==> src/rtl/ifq_pkg.sv <==
// Shared fetch-queue definitions: line geometry, responder FSM encoding and
// address-split helpers used by the instruction cache.
package ifq_pkg;

    localparam int LINE_W         = 128;
    localparam int WORD_W         = 32;
    localparam int WORDS_PER_LINE = 4;

    typedef enum logic [1:0] {
        IDLE   = 2'd0,
        REQ    = 2'd1,
        REFILL = 2'd2,
        RESP   = 2'd3
    } icache_state_t;

    // Line index of a byte address: bits [idx_w+3:4].
    function automatic logic [31:0] line_index(input logic [31:0] pc, input int idx_w);
        return (pc >> 4) & ((32'd1 << idx_w) - 32'd1);
    endfunction

    // Tag of a byte address: everything above the index.
    function automatic logic [31:0] line_tag(input logic [31:0] pc, input int idx_w);
        return pc >> (idx_w + 4);
    endfunction

endpackage

==> src/rtl/icache_line_ram.sv <==
// Direct-mapped line storage: valid/tag/data per line. Reads are combinational,
// writes land on the rising edge. Valid bits are flops so they can be bulk-cleared.
module icache_line_ram
    import ifq_pkg::*;
#(
    parameter int NUM_LINES = 16,
    parameter int TAG_W     = 24
) (
    input  logic                         clk,
    input  logic                         rst,
    input  logic                         inv,
    input  logic [$clog2(NUM_LINES)-1:0] rd_idx,
    output logic                         rd_valid,
    output logic [TAG_W-1:0]             rd_tag,
    output logic [LINE_W-1:0]            rd_data,
    input  logic                         wr_en,
    input  logic [$clog2(NUM_LINES)-1:0] wr_idx,
    input  logic [TAG_W-1:0]             wr_tag,
    input  logic [LINE_W-1:0]            wr_data
);

    logic [NUM_LINES-1:0] valid;
    logic [TAG_W-1:0]     tag_mem  [NUM_LINES];
    logic [LINE_W-1:0]    data_mem [NUM_LINES];

    assign rd_valid = valid[rd_idx];
    assign rd_tag   = tag_mem[rd_idx];
    assign rd_data  = data_mem[rd_idx];

    // Valid bits: bulk clear first, then a same-cycle install still sets its line.
    always_ff @(posedge clk or negedge rst) begin
        if (!rst) begin
            valid <= '0;
        end else begin
            if (inv)
                valid <= '0;
            if (wr_en)
                valid[wr_idx] <= 1'b1;
        end
    end

    // Tag and data arrays, written when a refill completes.
    always_ff @(posedge clk) begin
        if (wr_en) begin
            tag_mem[wr_idx]  <= wr_tag;
            data_mem[wr_idx] <= wr_data;
        end
    end

endmodule

==> src/rtl/icache_responder.sv <==
// Instruction-cache responder: direct-mapped lookup, four-beat refill from
// memory, one-cycle dout_valid per delivered line, abort/invalidate handling.
// Optional feature macro: ICACHE_STATS_EN adds saturating hit_cnt/miss_cnt outputs.
module icache_responder
    import ifq_pkg::*;
#(
    parameter int NUM_LINES = 16,
    parameter int ADDR_W    = 32
) (
    input  logic              clk,
    input  logic              rst,
    input  logic [ADDR_W-1:0] pc_in,
    input  logic              cache_rd_en,
    input  logic              cache_abort,
    input  logic              icache_inv,
    output logic [LINE_W-1:0] dout,
    output logic              dout_valid,
    output logic              mem_req,
    output logic [ADDR_W-1:0] mem_addr,
    input  logic              mem_ack,
    input  logic [WORD_W-1:0] mem_data,
    input  logic              mem_data_valid
`ifdef ICACHE_STATS_EN
    ,
    output logic [31:0]       hit_cnt,
    output logic [31:0]       miss_cnt
`endif
);

    localparam int IDX_W = $clog2(NUM_LINES);
    localparam int TAG_W = ADDR_W - IDX_W - 4;

    icache_state_t               state;
    logic [1:0]                  beat_cnt;
    logic                        abort_pend;
    logic [WORDS_PER_LINE-1:0][WORD_W-1:0] fill_buf;
    logic [IDX_W-1:0]            req_idx;
    logic [TAG_W-1:0]            req_tag;

    logic [IDX_W-1:0]            lu_idx;
    logic [TAG_W-1:0]            lu_tag;
    logic                        rd_valid;
    logic [TAG_W-1:0]            rd_tag;
    logic [LINE_W-1:0]           rd_data;
    logic                        lookup;
    logic                        hit;
    logic                        miss_start;
    logic                        wr_en;
    logic [LINE_W-1:0]           wr_data;

    assign lu_idx     = IDX_W'(line_index(32'(pc_in), IDX_W));
    assign lu_tag     = TAG_W'(line_tag(32'(pc_in), IDX_W));
    assign lookup     = (state == IDLE) && cache_rd_en && !cache_abort;
    assign hit        = lookup && rd_valid && (rd_tag == lu_tag);
    assign miss_start = lookup && !(rd_valid && (rd_tag == lu_tag));
    assign wr_en      = (state == REFILL) && mem_data_valid && (beat_cnt == 2'd3);
    assign wr_data    = {mem_data, fill_buf[2], fill_buf[1], fill_buf[0]};

    icache_line_ram #(
        .NUM_LINES (NUM_LINES),
        .TAG_W     (TAG_W)
    ) u_ram (
        .clk      (clk),
        .rst      (rst),
        .inv      (icache_inv),
        .rd_idx   (lu_idx),
        .rd_valid (rd_valid),
        .rd_tag   (rd_tag),
        .rd_data  (rd_data),
        .wr_en    (wr_en),
        .wr_idx   (req_idx),
        .wr_tag   (req_tag),
        .wr_data  (wr_data)
    );

    // Responder FSM: lookup, memory request handshake, beat counting, response.
    always_ff @(posedge clk or negedge rst) begin
        if (!rst) begin
            state      <= IDLE;
            beat_cnt   <= 2'd0;
            abort_pend <= 1'b0;
            dout       <= '0;
            dout_valid <= 1'b0;
            mem_req    <= 1'b0;
            mem_addr   <= '0;
        end else begin
            dout_valid <= 1'b0;
            case (state)
                IDLE: begin
                    if (hit) begin
                        dout       <= rd_data;
                        dout_valid <= 1'b1;
                    end else if (miss_start) begin
                        state      <= REQ;
                        mem_req    <= 1'b1;
                        mem_addr   <= pc_in & ~ADDR_W'(15);
                        abort_pend <= 1'b0;
                    end
                end
                REQ: begin
                    if (cache_abort)
                        abort_pend <= 1'b1;
                    if (mem_ack) begin
                        mem_req  <= 1'b0;
                        beat_cnt <= 2'd0;
                        state    <= REFILL;
                    end
                end
                REFILL: begin
                    if (cache_abort)
                        abort_pend <= 1'b1;
                    if (mem_data_valid) begin
                        beat_cnt <= beat_cnt + 2'd1;
                        if (beat_cnt == 2'd3)
                            state <= RESP;
                    end
                end
                RESP: begin
                    // A redirect seen during the refill (or now) drops the response
                    // but the line is already installed.
                    if (!abort_pend && !cache_abort) begin
                        dout       <= fill_buf;
                        dout_valid <= 1'b1;
                    end
                    abort_pend <= 1'b0;
                    state      <= IDLE;
                end
                default: state <= IDLE;
            endcase
        end
    end

    // Refill datapath: capture request line address and collect beats.
    always_ff @(posedge clk) begin
        if (miss_start) begin
            req_idx <= lu_idx;
            req_tag <= lu_tag;
        end
        if ((state == REFILL) && mem_data_valid)
            fill_buf[beat_cnt] <= mem_data;
    end

`ifdef ICACHE_STATS_EN
    // Saturating lookup statistics; aborted refills still count as misses.
    always_ff @(posedge clk or negedge rst) begin
        if (!rst) begin
            hit_cnt  <= '0;
            miss_cnt <= '0;
        end else begin
            if (hit && (hit_cnt != '1))
                hit_cnt <= hit_cnt + 32'd1;
            if (miss_start && (miss_cnt != '1))
                miss_cnt <= miss_cnt + 32'd1;
        end
    end
`endif

endmodule

==> config.mk <==
export PLATFORM = sky130hd
export DESIGN_NAME = icache_responder
export DESIGN_NICKNAME = d
export VERILOG_FILES = /design/src/rtl/ifq_pkg.sv /design/src/rtl/icache_line_ram.sv /design/src/rtl/icache_responder.sv
export SDC_FILE = /design/constraint.sdc
export NUM_CORES = 2
export LEC_CHECK = 0
export BUFFER_PORTS_ARGS = -buffer_cell sky130_fd_sc_hd__buf_2
export CAP_MARGIN = 10
export CORE_ASPECT_RATIO = 1.75
export CORE_MARGIN = 5
export CORE_UTILIZATION = 60
export CTS_BUF_LIST = sky130_fd_sc_hd__clkbuf_2
export DETAILED_ROUTE_END_ITERATION = 6
export PLACE_DENSITY_LB_ADDON = 0.15
export SKIP_CTS_REPAIR_TIMING = 1
export SYNTH_ARGS = -nofsm -noshare
export SYNTH_HDL_FRONTEND = slang
export SYNTH_HIERARCHICAL = 1
export SYNTH_SLANG_ARGS = --single-unit
==> constraint.sdc <==
create_clock -name clk -period 18.8 [get_ports clk]
set_clock_uncertainty 0.1 [all_clocks]
set_input_delay 2.82 -clock clk [delete_from_list [all_inputs] [get_ports clk]]
set_output_delay 2.82 -clock clk [all_outputs]
set_load 0.05 [all_outputs]
Word level (Yosys, flattened, before mapping)
Memories as Yosys holds them, arrays and structs flattened.
Cells that the tools add are included.
{ "totals": {"output_inout_bits": 162, "n_memories": 2, "input_bits": 71, "regBits": 335, "mem_bits_rw": 2432, "wordCells": 96} }
{ "memory_table": {"columns": ["name", "words", "word_bits", "read_ports", "rd_ports_with_merged_regs", "wr", "line_no", "rtl"], "rows": [
  ["u_ram.data_mem", 16, 128, 1, 0, 1, "icache_line_ram.sv:24", "logic [LINE_W-1:0] data_mem [NUM_LINES];"],
  ["u_ram.tag_mem", 16, 24, 1, 0, 1, "icache_line_ram.sv:23", "logic [TAG_W-1:0] tag_mem [NUM_LINES];"]
]} }
{ "op_classes": {"n_eq_ne": 13, "reduce_logical": 25, "magnitude_cmp": 5, "bitwise_logic": 2, "n_addsub": 1, "muxes": 34} }
{ "op_table": {"columns": ["cell", "n"], "rows": [
  ["128-bit two-way mux", 2],
  ["128-bit case mux with 2 select lines", 1],
  ["128-bit bitwise mux", 1],
  ["32-bit demux with 2-bit select", 1],
  ["16-bit two-way mux", 2],
  ["32-bit two-way mux", 1],
  ["24-bit equality test", 1],
  ["16-bit OR", 1],
  ["2-bit two-way mux", 7],
  ["1-bit two-way mux", 12],
  ["2-bit inequality test, second input constant", 6],
  ["3-bit AND reduction", 4],
  ["1-bit logical AND", 11],
  ["4-bit by 5-bit < comparator with 1-bit output, second input constant", 2],
  ["2-bit case mux with 4 select lines", 1],
  ["2-bit equality test, second input constant", 3],
  ["2-bit nonzero test", 3],
  ["5-bit AND reduction", 1],
  ["1-bit binary-select mux with 4-bit select", 1],
  ["1-bit demux with 4-bit select", 1],
  ["4-bit by 1-bit >= comparator with 1-bit output, second input constant", 1],
  ["2-bit by 1-bit inequality test with 1-bit output, second input constant", 2],
  ["1-bit case mux with 2 select lines", 2],
  ["2-bit case mux with 2 select lines", 1],
  ["other kinds (10)", 12]
]} }

Longest topological paths before layout
{ "depth": {"depth_word": 8, "mapped_depth": 19, "depth_no_buf": 10} }

Cells and area by module
Netlist, hierarchy kept.
{ "by_module_without_submodules": {"columns": ["mod", "seq_area_each_um2", "instances", "cells_each", "area_per_inst_um2"], "rows": [
  ["icache_line_ram", 73430.4, 1, 3973, 91791.8],
  ["icache_responder", 8763.4, 1, 883, 12503.2]
]} }

Least setup slack after synthesis
OpenSTA, ideal clock, no wires.
{ "synth_timing": {"path_type": "input to register", "start": "in mem_data_valid", "end": "mem u_ram.data_mem[0][0], enable pin", "slack_ns": 3.007, "stages": 4, "arrival_ns": 14.841, "required_time_ns": 17.848, "setup_time_ns": 0.852, "path_buffers": 1, "path_cell_list": "clkbuf_1 > and3_1 > or3b_2 > nor3_1"} }
{ "synth_between": {"elab_chain_cells": 4} }
{ "synth_lines": {"columns": ["element", "line_no", "rtl"], "rows": [
  ["from (decl)", "icache_responder.sv:22", "input logic mem_data_valid"],
  ["1-bit logical AND (2 in a row)", "icache_responder.sv:56", "assign wr_en = (state == REFILL) && mem_data_valid && (beat_cnt == 2'd3);"],
  ["named net wr_en", "icache_responder.sv:48", "logic wr_en;"],
  ["1-bit two-way mux", "icache_line_ram.sv:44", "if (wr_en) begin"],
  ["1-bit two-way mux (implied by the code)", "icache_line_ram.sv:46", "data_mem[wr_idx] <= wr_data;"],
  ["to (decl)", "icache_line_ram.sv:24", null]
]} }
The timed path passes the listed nets, and every way through them passes these cells.

Worst setup path after layout
{ "layout_timing": {"start": "in pc_in[5]", "end": "reg dout[50]"} }
{ "layout_between": {"word_cells_on_any_way": 11, "classes_between": "eq/ne: 2; mux: 4; reduce/logical: 3; memory: 2"} }
{ "layout_lines": {"columns": ["element", "line_no", "rtl"], "rows": [
  ["from (decl)", "icache_responder.sv:12", "input logic [ADDR_W-1:0] pc_in,"],
  ["memory 16 x 24 bit", null, null],
  ["named net rd_tag[17]", "icache_responder.sv:43", "logic [TAG_W-1:0] rd_tag;"],
  ["24-bit equality test", "icache_responder.sv:54", "assign hit = lookup && rd_valid && (rd_tag == lu_tag);"],
  ["1-bit logical AND", "icache_responder.sv:54", null],
  ["2-bit inequality test (no line)", null, null],
  ["3-bit AND reduction (no line)", null, null],
  ["to (signal assigned)", "icache_responder.sv:91", "dout <= rd_data;"],
  ["to (signal assigned)", "icache_responder.sv:122", "dout <= fill_buf;"],
  ["to (decl)", "icache_responder.sv:16", "output logic [LINE_W-1:0] dout,"]
]} }
The timed path passes the listed nets, and every way through them passes these cells. The select of a mux whose other input is x is not followed.
A chain may end at the register's enable or synchronous reset.

==> impl_metrics.toml <==
[worst_setup_path]
worstPathArrival_ps = 8860
cp.required_ps = 20100
r2r-end = "u_ram/data_mem[3][70]$_DFFE_PP_"
crit_chain = "buf_8 > buf_4 > buf_4 > mux2i_1 > a22oi_1 > nand3_1 > nand2_1 > xnor2_1 > nand4_1 > nor4_4 > a31oi_4 > buf_4 > buf_12 > nand2_1 > o21ai_0"
startpoint = "pc_in[5]"
crit_buf_inv = 5
crit_top_cell = "buf_4"
worst-r2r-cell-count = 8
critPathTopFamily = "buffers and inverters"
cp.depth = 15
critPathLaunchType = "input pin"
crit_end = "dout[50]$_DFFE_PN0P_"
cpPeakStageDelay_ps = 820
critPathCaptureType = "register"
crit_path_max_fanout = 166
slowest_stage = "buf_4"
r2r_slack_ps = 13620
crit_type = "in -> reg"
reg2reg_from = "state[0]$_DFFE_PN0P_"

[timing]
tightest_slew_ps = 1237
tns_ps = 0
fmax_ghz = 0.1323
final_max_slew_viol_count = 0
post-route-period-util_pct = 40.20
rsz0062_at_grt = "false"
setup_viol = 0
finalHoldViolCount = 0
period_minus_slack_ps = 7557
slew_headroom_pct = 17.56

[outcome]
status = "finished, final reports clean"

[routing]
viasPerCell = 6.380
ant_nets = 0
num_vias = 52260
wl_per_cell_um = 30.33
drc = 0
wl_um = 248400
drt_first_pass_iters = 5
drt_iter0_markers = 5224

[synth]
synth.most_common_cell = "edfxtp_1"
synth_ff_type = "edfxtp_1"
post-synth-top-area-cell = "edfxtp_1"
synth-edff-count = 2588
syn_inst = 4856
syn_area_um2 = 104300
synthAdderAreaFrac_pct = 0.1080
synth-xor-area-share_pct = 0.2015
async_flop_share_pct = 6.469
yosysTopAreaCellShare_pct = 74.51
ys_ff_latch = 2767
yosys-mux-area-fraction_pct = 14.54
yosys.area_share.simple_pct = 1.689
synthTopCellsByCount = "edfxtp_1, mux4_2, mux2i_1"
synth_top_family_by_area = "multiplexers"
ys_types = 48
synth-compound-area-share_pct = 3.276
synth_area_per_cell_um2 = 21.48
synth_warnings = 6
synthTopCellsByArea = "edfxtp_1, mux4_2, dfrtp_1"
seq_area_frac_synth_pct = 78.81

[clock_network]
cts_root_buf = "clkbuf_2"
clock_sinks = 2767
tritoncts = "yes"
clk_pin_slew_ps = 100
clk_latency_ps = 1650
cts_buffer_depth = 4
numCtsBuffers = 591
cts_htree_levels = 6

[global_routing]
antenna_found_initial = 16
grt_usage_pct = 27.27
grt_max_degree = 167
grt_pass1_vias = 55170
gr-total-overflow = 0
grt_first_pass_wirelength_um = 362800

[die]
die_area_um2 = 182600
initial_core_util_pct = 60.24
dieWidth_um = 325.2
num_io_pins = 233
rows = 202
core_area_um2 = 173100
die-height_um = 561.5

[min_path]
hold_depth = 2
min_path_type = "reg -> reg"

[cells_and_area]
fillers = 11680
areaGrowthSynthToFinish_pct = 8.772
fin_util_pct = 65.53
fin_nets = 5582
final_area_um2 = 113400
instances_no_fill = 8190
drive_gt1_share_pct = 30.60

[placement]
dpl.cell_count = 7153
placed_area_um2 = 107900
gp_congestion = 0.7381
hpwl_um = 124000
port_buffers = 224

[power_and_ir_drop]
report.power.total_mw = 12.41
peakVddDrop_uv = 113.8
leakage_nw = 38.38
cellPowerDensity_nw_per_um2 = 109.4

[run]
drv_cap = 0
-- flip-flops by register name (all words and copies together), names as in the netlist --
register	flops
u_ram/data_mem	2048
u_ram/tag_mem	384
dout	128
fill_buf	128
mem_addr	28
req_tag	24
u_ram/valid	16
req_idx	4
beat_cnt	2
state	2
abort_pend	1
dout_valid	1
mem_req	1
-- cell usage in the layout, fill, tap and decap left out, types with 5 or more instances in the layout --
cell type      n
mux2_2        12
inv_1          5
nand3_1       47
buf_2        219
mux2i_1      300
mux2_1        16
a21o_1        17
mux4_2       526
dfrtp_1      179
nor2b_4        5
ha_1           8
diode_2        8
nand2b_1       9
clkinv_2      18
o21ai_1       40
nor2_4        15
inv_2         10
o21ai_0       92
buf_12        10
inv_6          7
nand4_1        7
clkinv_4       8
buf_4         91
a22oi_1      284
o22ai_1       67
bufinv_16     16
clkinv_1     115
clkbuf_2     843
nand2_1      255
clkinvlp_4    12
nor2_1        41
xnor2_1       24
edfxtp_1    2588
-- final cells by class --
| class | count | area, um2 | share of cell area [%] |
|---|---|---|---|
| clock buffers | 843 | 4219 | 3.719 |
| well taps | 2244 | 2808 | 2.475 |
| multi-input cells | 1813 | 20880 | 18.41 |
| repair buffers | 324 | 2039 | 1.798 |
| flip-flops and latches | 2767 | 82190 | 72.45 |
| diodes | 8 | 20.02 | 0.01765 |
| clock inverters | 186 | 1261 | 1.112 |
| inverters | 5 | 18.77 | 0.01654 |
-- metrics by stage --
stage,hold WS (ps),worst slack [ps]
2_1_floorplan,344.4,3007
3_3_place_gp,355.6,9936
3_5_place_dp,363.9,9831
4_1_cts,386.2,11570
5_1_grt,396.9,11150
6_report,379.7,11240
-- worst min-delay path, cell delays in order, from the launching register on --
cell,delay [ps]
dfrtp_1,350
nand2_1,50
o21ai_0,60
-- logic make-up after synthesis --
kind of cell               Yosys count
AOI/OAI and AO/OA                  510
xor gates and xnor gates            24
adders and majority gates            9
buffers and inverters              279
DFF                               2767
muxes                              854
other                                1
and+or+nand+nor                    412
-- worst min-delay path by stage --
stage,startpoint,endpoint,slack (ps)
final,dout[111]$_DFFE_PN0P_,dout[111]$_DFFE_PN0P_,380
after global routing,u_ram/valid[2]$_DFF_PN0_,u_ram/valid[2]$_DFF_PN0_,400
after CTS,u_ram/valid[2]$_DFF_PN0_,u_ram/valid[2]$_DFF_PN0_,390
after detailed placement,u_ram/valid[2]$_DFF_PN0_,u_ram/valid[2]$_DFF_PN0_,360
after global placement,u_ram/valid[13]$_DFF_PN0_,u_ram/valid[13]$_DFF_PN0_,360
after floorplan,u_ram/valid[13]$_DFF_PN0_,u_ram/valid[13]$_DFF_PN0_,340
-- where the power goes --
| group | switching [mW] | internal [mW] |
|---|---|---|
| logic | 1.20 | 0.442 |
| registers | 0.160 | 6.94 |
| clock network | 2.23 | 1.43 |
| total | 3.60 | 8.81 |
-- per-layer routing --
layer	wire length [um]	global-route usage, %	part of all wire [%]
met5	35	0	0.014
met4	6526	8.413	2.6
met3	19370	4.579	7.8
met2	129400	47.20	52
met1	93140	36.22	37
(Power assumes the default switching activity.)
